--- src/rtl/masked_pg_gen.sv ---
// masked_pg_gen: first-order masked propagate/generate generation for a
// Boolean-masked parallel-prefix adder. Propagate is share-local XOR; generate
// is a two-stage DOM-AND whose cross terms are refreshed with i_r and
// registered before any recombination.
//
// Handshake (both ports): a beat transfers on a rising edge where valid and
// ready are both high. Valid never depends on ready of the same port. Once
// o_valid is high, the output beat stays stable until i_ready takes it.
// Internally, stage 2 advances when empty or drained (en2 = !v2 | i_ready).
// Stage 1 advances when empty or when stage 2 advances (en1 = !v1 | en2),
// and o_ready = en1. A full pipe therefore shifts without a bubble.
module masked_pg_gen #(
    parameter int W = 8
) (
    input  logic         i_clk,
    input  logic         i_rst,
    input  logic [W-1:0] i_a0,
    input  logic [W-1:0] i_a1,
    input  logic [W-1:0] i_b0,
    input  logic [W-1:0] i_b1,
    input  logic [W-1:0] i_r,
    input  logic         i_valid,
    output logic         o_ready,
    output logic [W-1:0] o_p0,
    output logic [W-1:0] o_p1,
    output logic [W-1:0] o_g0,
    output logic [W-1:0] o_g1,
    output logic         o_valid,
    input  logic         i_ready
);

    // Pipeline occupancy and stage enables
    logic v1;
    logic v2;
    logic en1;
    logic en2;

    // Stage-1 registers: propagate shares plus the four DOM-AND terms.
    // Cross terms stay separate so share 0 and share 1 only meet after
    // the masking by i_r has been registered.
    logic [W-1:0] s1_p0;
    logic [W-1:0] s1_p1;
    logic [W-1:0] s1_in0;
    logic [W-1:0] s1_in1;
    logic [W-1:0] s1_cr0;
    logic [W-1:0] s1_cr1;

    // Stage-1 data load: only on an accepted beat
    logic ld1;
    // Stage-2 data load: only when stage 2 advances and stage 1 holds a beat
    logic ld2;

    assign en2     = !v2 || i_ready;
    assign en1     = !v1 || en2;
    assign o_ready = en1;
    assign o_valid = v2;
    assign ld1     = en1 && i_valid;
    assign ld2     = en2 && v1;

    // Valid bits: stage 1 samples i_valid on en1, stage 2 samples v1 on en2
    always_ff @(posedge i_clk or posedge i_rst) begin
        if (i_rst) begin
            v1 <= 1'b0;
            v2 <= 1'b0;
        end else begin
            if (en1) begin
                v1 <= i_valid;
            end
            if (en2) begin
                v2 <= v1;
            end
        end
    end

    // Stage 1: share-local propagate, inner products and r-masked cross products
    always_ff @(posedge i_clk or posedge i_rst) begin
        if (i_rst) begin
            s1_p0  <= '0;
            s1_p1  <= '0;
            s1_in0 <= '0;
            s1_in1 <= '0;
            s1_cr0 <= '0;
            s1_cr1 <= '0;
        end else if (ld1) begin
            s1_p0  <= i_a0 ^ i_b0;
            s1_p1  <= i_a1 ^ i_b1;
            s1_in0 <= i_a0 & i_b0;
            s1_in1 <= i_a1 & i_b1;
            s1_cr0 <= (i_a0 & i_b1) ^ i_r;
            s1_cr1 <= (i_a1 & i_b0) ^ i_r;
        end
    end

    // Stage 2: DOM-AND recombination, propagate shares travel alongside
    always_ff @(posedge i_clk or posedge i_rst) begin
        if (i_rst) begin
            o_p0 <= '0;
            o_p1 <= '0;
            o_g0 <= '0;
            o_g1 <= '0;
        end else if (ld2) begin
            o_p0 <= s1_p0;
            o_p1 <= s1_p1;
            o_g0 <= s1_in0 ^ s1_cr0;
            o_g1 <= s1_in1 ^ s1_cr1;
        end
    end

endmodule

--- config.mk ---
export PLATFORM = sky130hd
export DESIGN_NAME = masked_pg_gen
export DESIGN_NICKNAME = d
export VERILOG_FILES = /design/src/rtl/masked_pg_gen.sv
export SDC_FILE = /design/constraint.sdc
export NUM_CORES = 1
export LEC_CHECK = 0
export BUFFER_PORTS_ARGS = -buffer_cell sky130_fd_sc_hd__buf_4
export CAP_MARGIN = 20
export CORE_MARGIN = 2
export CORE_UTILIZATION = 29
export DETAILED_ROUTE_END_ITERATION = 7
export SYNTH_ARGS = -nofsm -noshare
export SYNTH_HDL_FRONTEND = slang
export SYNTH_SLANG_ARGS = --single-unit
--- constraint.sdc ---
create_clock -name i_clk -period 2.75 [get_ports i_clk]
set_clock_uncertainty 0.2 [all_clocks]
set_input_delay 0.275 -clock i_clk [delete_from_list [all_inputs] [get_ports i_clk]]
set_output_delay 0.275 -clock i_clk [all_outputs]
set_load 0.1 [all_outputs]
== After elaboration in Yosys (flattened, before gate mapping) ==
Index checks and enable logic that the tools add are counted.

* Bitwise gates (word level): 10
* Reductions and logical operators: 6

{| class="wikitable"
|+ Operators with widths
! cell !! count
|-
| $xor 8x8->8 || 6
|-
| $and 8x8->8 || 4
|-
| $logic_and 1x1->1 || 2
|-
| $logic_not 1->1 || 2
|-
| $logic_or 1x1->1 || 2
|}

* Output and inout port bits: 34
* Bits of input ports: 44
* Register bits: 82
* Word-level logic and storage cells: 28

== Logic depth before layout (Yosys ltp) ==
Gate-level depths: netlist of run 1.

* Depth after elaboration: 4
* Mapped depth: 6
* Depth with buffers taken out: 3

== Worst setup path after synthesis of run 1 ==
No wires, ideal clock.

* Path type: register to register
* From: reg v2, in the netlist o_valid
* To: reg s1_cr0[0]
* Period minus slack after synthesis: 2.656 ns
* Arrival: 2.376 ns
* Library setup time: 0.080 ns
* Path buffers: 1
* Data required time: 2.470 ns
* Cell stages (with the launch flop): 5
* Setup slack: 0.094 ns
* Path through: dfrtp_1 nand3b_4 clkbuf_1 a21oi_1 a21oi_1

* Longest elaborated chain between the ends: 4

{| class="wikitable"
|+ Ends and longest elaborated chain
! what !! line !! source
|-
| start, declared || 34 || <nowiki>logic v2;</nowiki>
|-
| start signal, assigned || 70 || <nowiki>v2 <= v1;</nowiki>
|-
| $logic_not 1->1 || 53 || <nowiki>assign en2 = !v2 || i_ready;</nowiki>
|-
| $logic_or 1x1->1 || 53 ||
|-
| $logic_or 1x1->1 || 54 || <nowiki>assign en1 = !v1 || en2;</nowiki>
|-
| named net o_ready || 23 || <nowiki>output logic o_ready,</nowiki>
|-
| $logic_and 1x1->1 || 57 || <nowiki>assign ld1 = en1 && i_valid;</nowiki>
|-
| end signal, assigned || 89 || <nowiki>s1_cr0 <= (i_a0 & i_b1) ^ i_r;</nowiki>
|-
| end, declared || 45 || <nowiki>logic [W-1:0] s1_cr0;</nowiki>
|}

The timed path passes the listed nets, and every way through them passes these cells.
A chain may end at the register's enable or synchronous reset.

== Worst setup path after layout of run 1 ==
* From: reg v2, in the netlist o_valid
* To: reg s1_p1[1]

* Longest elaborated chain between the ends: 4

{| class="wikitable"
|+ Ends and longest elaborated chain
! what !! line !! source
|-
| $logic_not 1->1 || 53 ||
|-
| $logic_or 1x1->1 || 53 ||
|-
| $logic_or 1x1->1 || 54 ||
|-
| $logic_and 1x1->1 || 57 ||
|-
| end signal, assigned || 86 || <nowiki>s1_p1 <= i_a1 ^ i_b1;</nowiki>
|-
| end, declared || 42 || <nowiki>logic [W-1:0] s1_p1;</nowiki>
|}

No other way between the ends.

==> metrics, run 1 <==
status complete, no violations; crit path kind reg -> reg; worst reg2reg path depth 3; Routed Antenna Nets 0; Max clock buf depth 2; MaxCap Viol Count 0; Clk pin slew, worst setup/hold paths 0.06 ns; Min-Delay Endpoint o_valid; Worst slew margin 58.5%; cts bufs inserted 9; Tmin final 2.03 ns; Post-CTS Setup Repair Bufs 0; Fmax achieved 493 MHz; DRT iter0 DRCs 60; VDD IR max 382 uV; Setup crit start o_valid; post-synthesis sequential area ratio 56.8%; Main synth FF type dfrtp_1; Vias/cell 4.30; final setup margin 0.723 ns; grt ovf 0; area share of the largest cell type after synthesis 56.8%; top cells by area, synth dfrtp_1 (57%), mux2_2 (19%), xor2_1 (7.8%), ha_1 (5.5%), a21oi_1 (4.4%); final hold violations 0; commonest cells in the netlist dfrtp_1 (82), mux2_2 (61), a21oi_1 (32), xor2_1 (32), nand2_1 (17); Synth async-reset ratio 100%; routed wire length 7230 um; Final Cycle Share 73.7%; crit path cell chain nand3b_4 > and2_4 > mux2_2; CP endpoint kind flip-flop; reg-to-reg endpoint s1_p1[1]; Max Slew Vio Count 0; syn_area_per_cell 13.9 sq um; GPL Wtd Cong 0.706; worst r2r src o_valid; count of final setup violators 0; clk_lat worst skew 0.33 ns; delay-heaviest family, CP simple AND/OR/NAND/NOR gates; TNS Setup 0 ns; Placement Setup Slack 0.685 ns; #FFs+latches synth 82; Multi-input gate area 1490 sq um; core area 12100 sq um; max incr delay on CP 0.62 ns; Die Y-Extent 116 um; initial core utilization 29.9%; CP startpoint kind flip-flop; Area Overhead vs Synth 30.2%; CP Buf/Inv Count 0; worst slew pin tran 0.623 ns; Worst Hold Class in -> reg; DIE WIDTH 116 um; vias in the first global route 2330; critical path's slowest cell and2_4; num rows 40; Syn Nets 320; Post-synth EDFFs 0; Reg area 2050 sq um; H-tree lvl count 3; most frequent cell after synthesis dfrtp_1; Hold Buf Count CTS 1; largest net degree at the start of global routing 50; layout cells sized above 1 46.7%; I/O pin total 78; GR Util All Layers 11.3%; DR DRC count 0; Nets 400; drt first pass iters 3; pwr dens 1070 nW/um^2; first-pass GRT wire length 11700 um; # fillers 1166; Post-Syn Area 3610 sq um; Yosys top cell by area dfrtp_1; Root Buffer clkbuf_16; Synth Instances 260; ant diodes 0; Min-Delay Startpoint i_ready; Reg2Reg Setup Slack 0.72 ns; Hold Path Cell Cnt 3; RSZ-0062 raised after global routing false; Final HPWL DP 5050 um; Port-buffer cells 77; via count 2208; Worst Path Required 2.75 ns; initial antenna violation count 0; post-synth cell types 14; CP arrival 2.03 ns; CTS tree built; die area 13400 sq um; Ys Warns 0; Lkg Pwr 2.14 nW; clk sinks 82; Worst Path Max Fanout 48; drt wl/cell 14.1 um; post_cts resized 0
cells by family after synthesis:
family / count (synthesis) / synth area share, %
flops: 82 / 56.8
simple gates: 22 / 3.08
xor+xnor: 32 / 7.76
compound gates: 32 / 4.44
buf+inv: 12 / 2.08
fa+ha+maj: 16 / 5.54
mux: 64 / 20.3
final cells by class:
cell class              count  area share, %
clock inverters             4           1.60
flip-flops and latches     82           43.6
clock buffers              12           5.24
well taps                 168           4.47
multi-input cells         166           31.6
inverters                   1          0.106
repair buffers             80           13.4
per-stage QoR:
step | total power, mW | instances | utilization [%] | hold slack, ns | area [sq um]
2_1_floorplan | 3.30 | 260 | - | 0.266 | 3610
3_3_place_gp | 3.77 | 496 | 36.2 | 0.164 | 4370
3_5_place_dp | 3.80 | 496 | 36.2 | 0.171 | 4370
4_1_cts | 5.09 | 513 | 39.0 | 0.0518 | 4700
5_1_grt | 5.24 | 513 | 39.0 | 0.0593 | 4700
6_report | 5.03 | 513 | 39.0 | 0.0563 | 4700
worst max path at each step:
| stage | to | slack (ns) | cells past startpoint |
|---|---|---|---|
| after global placement | s1_in1[3] | 0.76 | 3 |
| after floorplan | s1_cr0[0] | 0.09 | 4 |
| final | s1_p1[1] | 0.72 | 3 |
| after CTS | s1_p1[0] | 0.67 | 3 |
| after global routing | s1_in1[7] | 0.60 | 3 |
| after detailed placement | s1_p1[0] | 0.69 | 3 |
layout by cell type (no fill, tap or decap), drive strengths merged:
cell type | netlist | final
dlygate4sd3 | 0 | 1
dfrtp | 82 | 82
a21oi | 32 | 32
bufinv | 0 | 2
nand2 | 17 | 17
clkinvlp | 0 | 2
clkbuf | 2 | 12
ha | 16 | 16
mux2 | 64 | 64
clkinv | 0 | 1
buf | 9 | 79
nand3b | 1 | 1
xor2 | 32 | 32
nand2b | 3 | 3
and2 | 1 | 1
power breakdown:
| group | internal (mW) | switching (mW) | leakage [nW] |
|---|---|---|---|
| Combinational | 0.534 | 1.56 | 1.03 |
| Sequential | 1.49 | 0.167 | 0.960 |
| Clock | 0.821 | 0.461 | 0.149 |
worst min-delay path, stage by stage:
cell and delay [ns]:
buf_4 0.08, nand2b_1 0.12, nand2b_1 0.06
layer usage:
| metal | up-vias | track usage (%) | part of all wire (%) |
|---|---|---|---|
| met4 | 0 | 3.86 | 1.2 |
| met5 | - | 0 | 0 |
| met2 | 46 | 18.5 | 49 |
| met1 | 1103 | 14.6 | 45 |
| met3 | 8 | 2.82 | 4.5 |
| li1 | 1051 | - | - |
(Power assumes the default switching activity.)
==> run 2: changes to the inputs <==
ABC_AREA = 1   (was not set)
clock period = 2.1 ns   (was 2.75 ns; I/O delays follow)
==> run 2 against run 1 <==
Flip-flop and latch count stayed put. Register-to-register slack worse by 0.40 ns. Clock power up 18%. Combinational power grew 34%. Critical path type is now reg -> out.
==> metrics, run 2 <==
status complete, no violations; cts bufs inserted 9 (unchanged); most frequent cells in the layout nand2_1 (175), buf_4 (85), dfrtp_1 (82), nand3_1 (64), o21ai_0 (22); post-synthesis sequential area ratio 53.8% (-3.0 points); Lkg Pwr 2.52 nW (+18%); Worst Hold Class in -> reg; Fmax achieved 528 MHz; grt ovf 0 (unchanged); I/O pin total 78 (unchanged); Syn Nets 484 (+51%); core area 12700 sq um (+5.5%); num rows 41 (+2.5%); first-pass GRT wire length 15500 um (+33%); crit path cell chain nand3_4 > buf_4; Yosys top cell by area dfrtp_1; count of final setup violators 0 (unchanged); Die Y-Extent 119 um (+2.6%); Post-synth EDFFs 0 (unchanged); layout cells sized above 1 23.5% (-23 points); CP arrival 1.48 ns (-0.55 ns); area share of the largest cell type after synthesis 53.8% (-3.0 points); routed wire length 9020 um (+25%); Area Overhead vs Synth 27.6%; GR Util All Layers 13.7% (+2.4 points); DIE WIDTH 119 um (+2.6%); VDD IR max 592 uV (+55%); GPL Wtd Cong 0.798 (+13%); Port-buffer cells 77 (unchanged); CP Buf/Inv Count 1 (+1); H-tree lvl count 3 (unchanged); Main synth FF type dfrtp_1; initial core utilization 30.0% (about the same); Placement Setup Slack 0.331 ns (-0.354 ns); max incr delay on CP 0.56 ns (-0.06 ns); crit path kind reg -> out; MaxCap Viol Count 0 (unchanged); DRT iter0 DRCs 224 (+270%); CP startpoint kind flip-flop; CTS tree built; Post-Syn Area 3810 sq um (+5.5%); Post-CTS Setup Repair Bufs 0 (unchanged); Worst Path Required 1.69 ns (-1.06 ns); ant diodes 0 (unchanged); Final Cycle Share 90.2%; drt wl/cell 13.3 um (-5.5%); initial antenna violation count 0 (unchanged); Nets 562 (+41%); CP endpoint kind output port; DR DRC count 0 (unchanged); Max Slew Vio Count 0 (unchanged); top cells by area, synth dfrtp_1 (54%), nand2_1 (17%), nand3_1 (8.4%), ha_1 (5.3%), xnor2_1 (3.7%); post-synth cell types 16 (+2); vias in the first global route 3127 (+34%); Final HPWL DP 6690 um (+33%); RSZ-0062 raised after global routing false; Root Buffer clkbuf_16; Worst slew margin 70.4% (+12 points); Vias/cell 4.50 (+4.7%); Max clock buf depth 2 (unchanged); largest net degree at the start of global routing 42 (-16%); Synth Instances 424 (+63%); worst slew pin tran 0.443 ns (-0.180 ns); commonest cells in the netlist nand2_1 (176), dfrtp_1 (82), nand3_1 (64), o21ai_0 (22); final setup margin 0.205 ns (-0.518 ns); Tmin final 1.89 ns; Routed Antenna Nets 0 (unchanged); TNS Setup 0 ns (unchanged); Ys Warns 0 (unchanged); Synth async-reset ratio 100% (unchanged); commonest non-fill, non-tap cell in the layout nand2_1; via count 3054 (+38%); critical path's slowest cell dfrtp_1; Clk pin slew, worst setup/hold paths 0.06 ns (about the same); #FFs+latches synth 82 (unchanged); final hold violations 0 (unchanged); drt first pass iters 4 (+1); pwr dens 1340 nW/um^2 (+25%); most frequent cell after synthesis nand2_1; delay-heaviest family, CP flip-flops; clk sinks 82 (unchanged); syn_area_per_cell 8.99 sq um (-35%); Worst Path Max Fanout 19 (-60%); die area 14100 sq um (+5.4%); clk_lat worst skew 0.33 ns (about the same)
run 2: changes by cell type after synthesis, moves of 10 or more:
cell	delta
nand2_1	+159
nand3_1	+64
mux2_2	-61
a21oi_1	-32
xor2_1	-32
o21ai_0	+22
xnor2_1	+16
o21ai_2	+10
run 2: layer usage:
| layer | wire length (um) | GRT usage [%] | vias up |
|---|---|---|---|
| met1 | 4000 | 17.6 | 1446 |
| met4 | 174 | 4.24 | 0 |
| met5 | 0 | 0 | - |
| met2 | 4270 | 22.0 | 71 |
| met3 | 576 | 4.39 | 13 |
| li1 | - | - | 1524 |
run 2: cells by family (layout without fill, tap and decap cells):
kind of cell	count (synthesis)	after routing	synth area share, %
XOR/XNOR	16	16	3.68
buffers and inverters	32	114	5.02
AND/OR/NAND/NOR	246	246	27.0
flip-flops	82	82	53.8
AO/OA/AOI/OAI	32	32	5.19
adder cells (fa/ha/maj)	16	16	5.25
run 2: worst paths after layout:
| check | depth (start not counted) | end | from | slack (ns) |
|---|---|---|---|---|
| max | 2 | o_ready | v1 | 0.21 |
| min | 4 | s1_cr0[7] | i_b1[7] | 0.005 |
| max reg2reg | 5 | s1_cr1[3] | v1 | 0.32 |
| min reg2reg | 2 | s1_p0[7] | s1_p0[7] | 0.27 |
| max in group asynchronous | 4 | s1_p1[2] | i_rst | 0.81 |
| min in group asynchronous | 3 | o_g1[1] | i_rst | 0.24 |
run 2: report_power, final:
group          switching [mW]  internal, mW  leakage, nW
logic                    2.19         0.620         1.36
clock network           0.602         0.912        0.138
registers               0.260          1.94         1.02
total                    3.05          3.48         2.52
run 2: final cells by class:
class / instances / area (sq um)
fill: 1306 / 7860
sequential: 82 / 2050
multi-input combinational: 310 / 1570
timing repair buffer: 89 / 698
clock buffer: 10 / 229
tap: 172 / 215
clock inverter: 5 / 56.3
inverter: 10 / 41.3
run 2: worst min-delay path: cells and delay by family:
kind                   cells  cell delay [ns]
AOI/OAI and AO/OA          1             0.07
buffers and inverters      1             0.09
and+or+nand+nor            2             0.11
run 2: metrics by stage:
stage	hold slack (ns)	util, %	area, sq um	total power, mW	instances
after floorplan	0.227	-	3810	4.37	424
after global placement	0.0410	35.8	4560	5.05	661
after detailed placement	0.0529	35.8	4560	5.07	661
after CTS	0.000998	38.2	4860	6.62	678
after global routing	0.0218	38.2	4860	6.87	678
final	0.00493	38.2	4860	6.53	678
run 2: timing repair:
item	CTS	global route
hold buffers	2	0
resized for setup	0	0
endpoints found under the hold margin	18	0
